===== src/rtl/updown_count_monitor_if.sv =====
// Bus between the up/down counter side and its monitor: the sampled count
// plus every status output the monitor reports back.
interface updown_count_monitor_if #(
    parameter int unsigned WIDTH = 16,
    parameter int unsigned ERR_W = 8
);
    logic             count_valid;
    logic [WIDTH-1:0] count;
    logic [WIDTH-1:0] last_count;
    logic             dir_up;
    logic             dir_down;
    logic             holding;
    logic             step_error;
    logic             wrap_up;
    logic             wrap_down;
    logic             dir_change;
    logic [ERR_W-1:0] err_count;
    logic             synced;

    modport master (
        output count_valid, count,
        input  last_count, dir_up, dir_down, holding, step_error,
               wrap_up, wrap_down, dir_change, err_count, synced
    );

    modport slave (
        input  count_valid, count,
        output last_count, dir_up, dir_down, holding, step_error,
               wrap_up, wrap_down, dir_change, err_count, synced
    );
endinterface


===== src/rtl/updown_count_monitor.sv =====
// Observer for an up/down counter bus: classifies each accepted step as
// hold/up/down/illegal, flags wraps and reversals, and tallies errors.
module updown_count_monitor #(
    parameter int unsigned WIDTH = 16,
    parameter int unsigned ERR_W = 8
) (
    input  logic                  clock,
    input  logic                  clear,
    updown_count_monitor_if.slave bus
);
    typedef enum logic [2:0] {S_INIT, S_HOLD, S_UP, S_DOWN, S_ERR} state_t;
    typedef enum logic [1:0] {D_NONE, D_UP, D_DOWN} dir_t;

    localparam logic [WIDTH-1:0] ONE = WIDTH'(1);

    state_t           state_q, state_d;
    dir_t             last_dir_q, last_dir_d;
    logic [WIDTH-1:0] last_count_q, last_count_d;
    logic [ERR_W-1:0] err_q, err_d;
    logic             synced_q, synced_d;
    logic             step_error_q, step_error_d;
    logic             wrap_up_q, wrap_up_d;
    logic             wrap_down_q, wrap_down_d;
    logic             dir_change_q, dir_change_d;
    logic [WIDTH-1:0] delta;

    always_comb begin
        state_d      = state_q;
        last_dir_d   = last_dir_q;
        last_count_d = last_count_q;
        err_d        = err_q;
        synced_d     = synced_q;
        step_error_d = 1'b0;
        wrap_up_d    = 1'b0;
        wrap_down_d  = 1'b0;
        dir_change_d = 1'b0;
        delta        = bus.count - last_count_q;

        if (bus.count_valid) begin
            last_count_d = bus.count;
            if (state_q == S_INIT) begin
                // First sample after reset only establishes the reference.
                state_d  = S_HOLD;
                synced_d = 1'b1;
            end else if (delta == '0) begin
                state_d = S_HOLD;
            end else if (delta == ONE) begin
                state_d      = S_UP;
                last_dir_d   = D_UP;
                wrap_up_d    = (last_count_q == '1) && (bus.count == '0);
                dir_change_d = (last_dir_q == D_DOWN);
            end else if (delta == '1) begin
                state_d      = S_DOWN;
                last_dir_d   = D_DOWN;
                wrap_down_d  = (last_count_q == '0) && (bus.count == '1);
                dir_change_d = (last_dir_q == D_UP);
            end else begin
                state_d      = S_ERR;
                step_error_d = 1'b1;
                if (err_q != '1) begin
                    err_d = err_q + ERR_W'(1);
                end
            end
        end
    end

    always_ff @(posedge clock or negedge clear) begin
        if (!clear) begin
            state_q      <= S_INIT;
            last_dir_q   <= D_NONE;
            last_count_q <= '0;
            err_q        <= '0;
            synced_q     <= 1'b0;
            step_error_q <= 1'b0;
            wrap_up_q    <= 1'b0;
            wrap_down_q  <= 1'b0;
            dir_change_q <= 1'b0;
        end else begin
            state_q      <= state_d;
            last_dir_q   <= last_dir_d;
            last_count_q <= last_count_d;
            err_q        <= err_d;
            synced_q     <= synced_d;
            step_error_q <= step_error_d;
            wrap_up_q    <= wrap_up_d;
            wrap_down_q  <= wrap_down_d;
            dir_change_q <= dir_change_d;
        end
    end

    assign bus.last_count = last_count_q;
    assign bus.dir_up     = (state_q == S_UP);
    assign bus.dir_down   = (state_q == S_DOWN);
    assign bus.holding    = (state_q == S_HOLD);
    assign bus.step_error = step_error_q;
    assign bus.wrap_up    = wrap_up_q;
    assign bus.wrap_down  = wrap_down_q;
    assign bus.dir_change = dir_change_q;
    assign bus.err_count  = err_q;
    assign bus.synced     = synced_q;
endmodule


===== src/flat_wrapper.sv =====
// flat-port wrapper written by rule: the top's interface ports become plain ports
module updown_count_monitor_flat 
#(
    parameter int unsigned WIDTH = 16,
    parameter int unsigned ERR_W = 8
)
  (clock, clear, bus_count_valid, bus_count, bus_last_count, bus_dir_up, bus_dir_down, bus_holding, bus_step_error, bus_wrap_up, bus_wrap_down, bus_dir_change, bus_err_count, bus_synced);
  updown_count_monitor_if #(.WIDTH(WIDTH), .ERR_W(ERR_W)) bus_i ();
  input  logic clock;
  input  logic clear;
  input wire logic [$bits(bus_i.count_valid)-1:0] bus_count_valid;
  input wire logic [$bits(bus_i.count)-1:0] bus_count;
  output wire logic [$bits(bus_i.last_count)-1:0] bus_last_count;
  output wire logic [$bits(bus_i.dir_up)-1:0] bus_dir_up;
  output wire logic [$bits(bus_i.dir_down)-1:0] bus_dir_down;
  output wire logic [$bits(bus_i.holding)-1:0] bus_holding;
  output wire logic [$bits(bus_i.step_error)-1:0] bus_step_error;
  output wire logic [$bits(bus_i.wrap_up)-1:0] bus_wrap_up;
  output wire logic [$bits(bus_i.wrap_down)-1:0] bus_wrap_down;
  output wire logic [$bits(bus_i.dir_change)-1:0] bus_dir_change;
  output wire logic [$bits(bus_i.err_count)-1:0] bus_err_count;
  output wire logic [$bits(bus_i.synced)-1:0] bus_synced;
  assign bus_i.count_valid = bus_count_valid;
  assign bus_i.count = bus_count;
  assign bus_last_count = bus_i.last_count;
  assign bus_dir_up = bus_i.dir_up;
  assign bus_dir_down = bus_i.dir_down;
  assign bus_holding = bus_i.holding;
  assign bus_step_error = bus_i.step_error;
  assign bus_wrap_up = bus_i.wrap_up;
  assign bus_wrap_down = bus_i.wrap_down;
  assign bus_dir_change = bus_i.dir_change;
  assign bus_err_count = bus_i.err_count;
  assign bus_synced = bus_i.synced;
  updown_count_monitor #(.WIDTH(WIDTH), .ERR_W(ERR_W)) u_core (.clock(clock), .clear(clear), .bus(bus_i));
endmodule

===== config.mk =====
export PLATFORM = sky130hd
export DESIGN_NAME = updown_count_monitor_flat
export DESIGN_NICKNAME = d
export VERILOG_FILES = /design/src/rtl/updown_count_monitor_if.sv /design/src/rtl/updown_count_monitor.sv /design/src/flat_wrapper.sv
export SDC_FILE = /design/constraint.sdc
export NUM_CORES = 1
export LEC_CHECK = 0
export ABC_CLOCK_PERIOD_IN_PS = 3400
export CAP_MARGIN = 10
export CORE_MARGIN = 2
export CORE_UTILIZATION = 48
export CTS_CLUSTER_SIZE = 10
export DETAILED_ROUTE_END_ITERATION = 8
export PLACE_DENSITY = 0.77
export SYNTH_ARGS = -nofsm -noshare
export SYNTH_HDL_FRONTEND = slang
export SYNTH_SLANG_ARGS = --single-unit

===== constraint.sdc =====
create_clock -name clock -period 3.4 [get_ports clock]
set_clock_uncertainty 0.15 [all_clocks]
set_input_delay 0.68 -clock clock [delete_from_list [all_inputs] [get_ports clock]]
set_output_delay 0.68 -clock clock [all_outputs]
set_load 0.02 [all_outputs]

==> Word level (Yosys, flattened, before mapping) <==
Index checks and enable logic that the tools add are counted.
{ "classes": {"n_addsub": 2, "n_eq_ne": 10, "n_mux": 25, "bitwise_logic": 4, "n_reduce_logical": 10} }
{ "ops": {"columns": ["operator", "count"], "rows": [
  ["$eq A16 B16 Y1 const B", 3],
  ["$logic_not A16 Y1", 3],
  ["$mux W1", 19],
  ["$eq A16 B1 Y1 const B", 1],
  ["$sub A16 B16 Y16", 1],
  ["$mux W3", 4],
  ["$add A8 B1 Y8 const B", 1],
  ["$ne A8 B8 Y1 const B", 1],
  ["$eq A3 B2 Y1 const B", 2],
  ["$reduce_and A6 Y1", 1],
  ["$mux W2", 2],
  ["$not A1 Y1", 4],
  ["$reduce_and A4 Y1", 1],
  ["$eq A3 B1 Y1 const B", 1],
  ["$logic_not A3 Y1", 1],
  ["$eq A2 B1 Y1 const B", 1],
  ["$eq A2 B2 Y1 const B", 1],
  ["$logic_and A1 B1 Y1", 2],
  ["$reduce_and A2 Y1", 1],
  ["$reduce_bool A2 Y1", 1]
]} }
{ "totals": {"ff_bits": 34, "input_bits": 19, "output_inout_bits": 32, "wordCells": 60} }

==> Depth between registers and ports, before layout <==
Gate-level depths: netlist of the first run.
{ "depth": {"ltp_word": 7, "ltp_mapped": 13, "depth_no_buf": 13} }

==> Worst setup path after synthesis of the first run <==
OpenSTA, ideal clock, no wires.
{ "synth_timing": {"kind": "input to register", "startpoint": "in bus_count[0]", "endpoint": "reg u_core.err_q[6], in the netlist u_core.bus.err_count[6]", "setup_ps": 128, "arrival_ps": 3372, "t_required_ps": 3122, "path_slack_ps": -250, "stages": 13, "n_path_buf": 0, "cell_sequence": "inv_1 -> ha_1 -> fa_1 -> nor2b_4 -> o21ai_4 -> o221a_4 -> xnor2_1 -> a2111oi_2 -> nand4b_1 -> nor4b_4 -> nor3_2 -> nand4_1 -> mux2_1"} }
{ "synth_via": {"elab_chain_len": 4, "word_cells_on_any_way": 8, "cone_classes": "add/sub: 1; eq/ne: 2; bitwise: 3; reduce/logical: 2"} }
{ "synth_lines": {"columns": ["item", "line_no", "text"], "rows": [
  ["start: declaration", "flat_wrapper.sv:12", "input wire logic [$bits(bus_i.count)-1:0] bus_count;"],
  ["$sub A16 B16 Y16 (*)", "updown_count_monitor.sv:37", "delta = bus.count - last_count_q;"],
  ["$eq A16 B1 Y1 (tied with other cells)", "updown_count_monitor.sv:47", "end else if (delta == ONE) begin"],
  ["$not A1 Y1 (no line)", null, null],
  ["$reduce_and A6 Y1 (no line) (*)", null, null],
  ["end signal: assignment", "updown_count_monitor.sv:82", "err_q <= err_d;"],
  ["end: declaration", "updown_count_monitor.sv:19", "logic [ERR_W-1:0] err_q, err_d;"]
]} }
Mark *: on every way between the ends. The rest lies on a longest branch, timed or not.
A chain may end at the register's enable or synchronous reset.

==> Worst setup path in the final report of the first run <==
{ "layout_timing": {"startpoint": "in bus_count[3]", "endpoint": "reg u_core.err_q[6], in the netlist u_core.bus.err_count[6]"} }
The elaborated chain is that of the path after synthesis.

==> run_results.csv, run 1 <==
group,metric,value,unit
clocking,clkTransAtPathRegs,70,ps
grt,grtUsageMet3,3.75,%
worst_hold_path,hp-class,"register to register",
die,ios,51,
placement,gp_congestion,0.861,
die,core-area,0.00547,mm2
clocking,clockBufferDepth,2,
critical_path,arrival,3620,ps
clocking,h-tree-depth,2,
critical_path,critical_path.max_fanout,5,
yosys,syn_avg_cell_area,8.72,um2
yosys,ys_seq_area_share,31.4,%
pwr,power_frac_comb,54.5,%
clocking,insertion_delay,290,ps
yosys,async_reset_ff_share,100,%
placement,hpwl,6.45,mm
routing,vias_per_cell,5.99,
die,dieArea,0.00627,mm2
clocking,cts_made_buffers,5,
clocking,postCtsHoldBufs,0,
critical_path,cp-end-kind,"register",
sta,period_minus_slack,3590,ps
die,fp-row-count,27,
die,start_util,49.5,%
sta,fin_tns_setup,-1250,ps
sta,max_slew_margin,63.8,%
placement,numPortBuffers,50,
routing,drt_wl_total,9.55,mm
placement,dp.cells,495,
yosys,synth-edff-count,0,
yosys,netlist_instances,311,
die,die_y,79.2,um
placement,place_area,0.00383,mm2
sta,hold_slack,328,ps
pwr,power_density,418,mW/mm2
pwr,p_total,1.82,mW
grt,antenna_found_initial,0,
job,maxCapViolations,0,
layout,drive_gt1_share,34.5,%
sta,rsz0062_at_grt,"yes",
grt,grt_pass1_vias,3045,
critical_path,crit_required,3430,ps
layout,final_core_util,79.4,%
yosys,yosys_warnings,0,
outcome,violations,"negative setup slack",
pwr,vdd_ir_drop_max,0.000384,V
critical_path,critPathKind,"input port to register",
critical_path,slowest_delay,370,ps
clocking,cts_sinks,34,
grt,met2_usage,53.4,%
sta,tightest_slew,537,ps
sta,final-max-slew-violation-count,0,
sta,fmaxAchievable,0.279,GHz
yosys,netlist_area,0.00271,mm2
layout,final_area,0.00435,mm2
outcome,status,"finished with violations",
pwr,p_sw,719,uW
grt,grt_max_degree,35,
grt,grt.total_usage,28.4,%
sta,period_share,105,%
placement,place_ws,-877,ps
sta,setup_slack,-186,ps
pwr,p_seq_share,30.1,%
grt,overflow,0,
grt,grt.busiest_layer,"met2",
routing,final_antenna_net_count,0,
yosys,ys_types,61,
yosys,synth_fp_nets,348,
routing,via_count,3105,
clocking,root_buffer,"clkbuf_8",
pwr,clkPwrFrac,15.4,%
critical_path,critPathSlowestCell,"nor4b_4",
pwr,intPower,1.10,mW
routing,drc,0,
layout,area_growth,60.4,%
routing,wl_per_cell,18.4,um
sta,finalSetupViolCount,12,
die,die_w,79.2,um
layout,fin_nets,483,
critical_path,crit_chain,"dlygate4sd2_1, ha_1, buf_6, buf_4, o21ai_4, o221ai_1, a41o_1, xor2_1, nand4_1, nor4b_4, buf_4, nor3_2, nand4_1, mux2_4",
layout,final_cells,518,
routing,firstDrtPassIters,5,
yosys,ys_ff_latch,34,
routing,drt-initial-drc-count,237,
layout,antennaDiodeCount,0,
layout,n_fill_cell,331,
pwr,swShare,39.5,%
clocking,tritoncts,"done",
yosys,synthFlopType,"dfrtp_1",
grt,grt_first_pass_wirelength,13.9,mm
pwr,p_leak,1.95,nW
critical_path,start_kind,"input port",
grt,grtUsageMet1,31.9,%
sta,hold_violations,0,
## critical path: cells and delay by family
family | cells | cell delay [ps]
AND/OR/NAND/NOR | 4 | 760
multiplexers | 1 | 300
XOR/XNOR | 1 | 250
buffers and inverters | 4 | 710
AO/OA/AOI/OAI | 3 | 580
adder cells (fa/ha/maj) | 1 | 330
## final cells by class
type                    count  area, um2  share of cell area [%]
multi-input cells         241       2040                    46.9
repair buffers            139       1190                    27.3
flip-flops and latches     34        851                    19.6
inverters                  25        101                    2.33
well taps                  72       90.1                    2.07
clock buffers               5       68.8                    1.58
clock inverters             2       10.0                   0.230
## flip-flops by register name, indices dropped and copies added (netlist names)
name / flops
u_core.bus.wrap_up: 1
u_core.bus.err_count: 8
u_core.last_dir_q: 2
u_core.bus.dir_change: 1
u_core.bus.last_count: 16
u_core.bus.wrap_down: 1
u_core.state_q: 3
u_core.bus.step_error: 1
u_core.bus.synced: 1
## synth_stat cells (5+ instances only)
cell	count	share of area, %
nor2_1	17	2.4
xor2_1	8	2.6
nor4_1	8	1.8
dfrtp_1	34	31
a21o_1	5	1.4
a21oi_1	14	2.6
ha_1	17	7.8
xnor2_1	9	2.9
nand2b_1	6	1.4
o21ai_0	22	4.1
nand4_1	15	3.5
nand3_1	5	0.92
inv_1	24	3.3
nor3_1	9	1.7
nand2_1	31	4.3
clkbuf_1	6	0.83
## what timing repair did
action                                 CTS  global route
endpoints found under the hold margin    0             0
buffers inserted                        12             5
pin swaps                               22            19
resized for setup                       40            27
setup endpoints to repair               17            17
## worst paths after layout
kind / startpoint / slack (ps) / to / depth (start not counted)
max: bus_count[3] / -190 / u_core.bus.err_count[6] / 14
min: u_core.bus.synced / 330 / u_core.bus.synced / 1
max reg2reg: u_core.bus.last_count[0] / -110 / u_core.bus.err_count[6] / 13
min reg2reg: u_core.bus.synced / 330 / u_core.bus.synced / 1
max in group asynchronous: clear / 2130 / u_core.bus.last_count[3] / 2
min in group asynchronous: clear / 670 / u_core.bus.err_count[6] / 2
## power by group through the flow
stage / logic (mW) / clock network [mW] / registers, mW
2_1_floorplan: 0.400 / 0 / 0.598
3_3_place_gp: 0.820 / 0 / 0.538
3_5_place_dp: 0.847 / 0 / 0.547
4_1_cts: 0.910 / 0.271 / 0.541
5_1_grt: 1.06 / 0.298 / 0.554
6_report: 0.990 / 0.280 / 0.548
## cells in the final DEF, fill, tap and decap left out, drive strengths merged, types with 3 or more instances in the layout
cell type	count
nand4	15
o22ai	3
clkdlybuf4s50	39
nor4	9
nand3b	3
dlymetal6s2s	4
o21ai	27
xor2	8
dfrtp	34
inv	25
nor2b	4
a21o	5
o211ai	3
nand2b	6
nor4b	5
nand2	31
nand3	6
a21oi	14
buf	91
mux2	5
and2	3
xnor2	9
nor2	17
nand4b	4
clkbuf	5
dlygate4sd2	5
ha	17
o21a	3
or4	3
a31oi	4
nor3	10
## layer usage
metal,share of wire (%),wire [um],vias to the layer above
li1,-,-,1415
met4,5.0,480,0
met3,5.5,529,46
met1,37,3530,1485
met5,0,0,-
met2,52,5010,159
## logic make-up after synthesis
family | Yosys count | synth area share (%)
flip-flops | 34 | 31.4
multiplexers | 5 | 2.21
XOR/XNOR | 17 | 5.49
adder cells (fa/ha/maj) | 18 | 8.58
AND/OR/NAND/NOR | 125 | 27.7
AO/OA/AOI/OAI | 76 | 19.4
buffers and inverters | 36 | 5.17
No activity file was read; power rests on OpenSTA's default activity.
==> inputs of run 2 (changes only) <==
--- a/config.mk
+++ b/config.mk
@@ -11,6 +11,7 @@
 export CORE_UTILIZATION = 48
 export CTS_CLUSTER_SIZE = 10
 export DETAILED_ROUTE_END_ITERATION = 8
+export GPL_ROUTABILITY_DRIVEN = 0
 export PLACE_DENSITY = 0.77
 export SYNTH_ARGS = -nofsm -noshare
 export SYNTH_HDL_FRONTEND = slang
==> run_results.csv, run 2 (same netlist as run 1, synthesis figures left out) <==
group,metric,value,unit
outcome,status,"finished with violations",
outcome,violations,"negative setup slack",
routing,drt-initial-drc-count,236,
layout,final_core_util,78.3,%
layout,final_area,0.00429,mm2
placement,hpwl,6.25,mm
layout,area_growth,58.1,%
layout,largest_reg_flops,16,
critical_path,arrival,3500,ps
critical_path,start_kind,"input port",
grt,overflow,0,
routing,drt_wl_total,8.60,mm
pwr,vdd_ir_drop_max,0.000433,V
layout,antennaDiodeCount,0,
clocking,h-tree-depth,2,
routing,firstDrtPassIters,7,
clocking,cts_sinks,34,
sta,period_minus_slack,3480,ps
placement,numPortBuffers,50,
sta,tightest_slew,509,ps
die,start_util,49.5,%
die,core-area,0.00547,mm2
critical_path,r2r_cells,13,
routing,vias_per_cell,5.89,
layout,final_common_cell,"buf_4",
grt,grt_max_degree,35,
sta,finalSetupViolCount,7,
layout,fin_nets,476,
die,fp-row-count,27,
pwr,p_leak,1.87,nW
sta,setup_slack,-79.8,ps
clocking,postCtsHoldBufs,0,
sta,rsz0062_at_grt,"yes",
critical_path,crit_start,"bus_count[2]",
sta,hold_violations,0,
critical_path,critical_path.max_fanout,4,
die,die_y,79.2,um
grt,grt_pass1_vias,2916,
routing,via_count,3018,
placement,place_ws,-860,ps
routing,drc,0,
sta,hold_slack,318,ps
sta,fmaxAchievable,0.287,GHz
critical_path,rrSetupSlack,0,ps
die,ios,51,
die,die_w,79.2,um
worst_hold_path,hp-class,"register to register",
routing,wl_per_cell,16.8,um
grt,antenna_found_initial,0,
die,dieArea,0.00627,mm2
routing,final_antenna_net_count,0,
clocking,root_buffer,"clkbuf_8",
critical_path,critPathKind,"input port to register",
critical_path,reg2reg_from,"u_core.bus.last_count[1]",
placement,place_area,0.00383,mm2
grt,grt_first_pass_wirelength,13.4,mm
sta,max_slew_margin,65.7,%
job,maxCapViolations,0,
clocking,tritoncts,"done",
grt,grt.total_usage,27.2,%
sta,final-max-slew-violation-count,0,
pwr,power_density,424,mW/mm2
clocking,clockBufferDepth,2,
critical_path,endpoint,"u_core.bus.err_count[6]",
layout,drive_gt1_share,33.6,%
layout,layout_common_cells,"buf_4, clkdlybuf4s50_1, dfrtp_1",
critical_path,cp-end-kind,"register",
critical_path,rr_endpoint,"u_core.bus.err_count[6]",
clocking,insertion_delay,290,ps
clocking,clkTransAtPathRegs,60,ps
clocking,cts_made_buffers,5,
critical_path,crit_required,3420,ps
sta,period_share,102,%
run 2: cell count changes in the layout (fill, tap and decap cells not counted), moves of 2 or more:
cell	before	now
buf_4	85	79
a21oi_1	10	8
nand3_1	3	5
a21oi_2	4	6
clkdlybuf4s50_1	39	36
dlymetal6s2s_1	4	0
dlygate4sd2_1	5	11
nor3_2	1	3
run 2: timing repair:
item,in CTS,in global routing
gates resized for setup,55,15
pin swaps,26,16
setup endpoints to repair,17,14
buffers inserted,8,1
hold endpoints to repair,0,0
run 2: power breakdown:
| group | total [mW] | internal (mW) | switching, mW |
|---|---|---|---|
| sequential | 0.538 | 0.465 | 0.0731 |
| clock | 0.301 | 0.163 | 0.138 |
| combinational | 0.979 | 0.496 | 0.483 |
run 2: layer usage:
| layer | part of all wire, % | vias up | track usage, % |
|---|---|---|---|
| li1 | - | 1407 | - |
| met1 | 39 | 1447 | 31.3 |
| met2 | 53 | 137 | 50.5 |
| met3 | 5.4 | 27 | 3.98 |
| met4 | 2.7 | 0 | 10.5 |
| met5 | 0 | - | 0 |
run 2: stage by stage:
stage	power (mW)	TNS, ps	instances
floorplan	0.998	-73.9	311
global placement	1.36	-10450	495
detailed placement	1.39	-12490	495
CTS	1.77	-185	511
global route	1.92	-1570	512
finish	1.82	-225	512
run 2: worst max-delay path, cell delays in order:
cell	delay [ps]
dlygate4sd2_1	270
ha_4	240
nor2b_4	140
o21ai_4	180
buf_6	130
o221ai_4	100
a31oi_1	220
xor2_1	300
o211ai_1	210
nor4b_4	480
nor3_2	90
nand4_1	150
mux2_4	310
run 2: layout make-up:
type	count	area, um2
flip-flops and latches	34	851
clock inverters	1	5.00
well taps	72	90.1
fillers	363	1190
multi-input cells	241	2040
inverters	25	101
repair buffers	132	1110
clock buffers	7	86.3
run 2: worst min path at each step:
stage                                       end  cells after the start              start  slack (ps)
final                         u_core.bus.synced                      1  u_core.bus.synced         320
after global routing          u_core.bus.synced                      1  u_core.bus.synced         340
after CTS                     u_core.bus.synced                      1  u_core.bus.synced         310
after detailed placement      u_core.bus.synced                      1  u_core.bus.synced         300
after global placement        u_core.bus.synced                      1  u_core.bus.synced         290
after floorplan           u_core.bus.dir_change                      0              clear         230
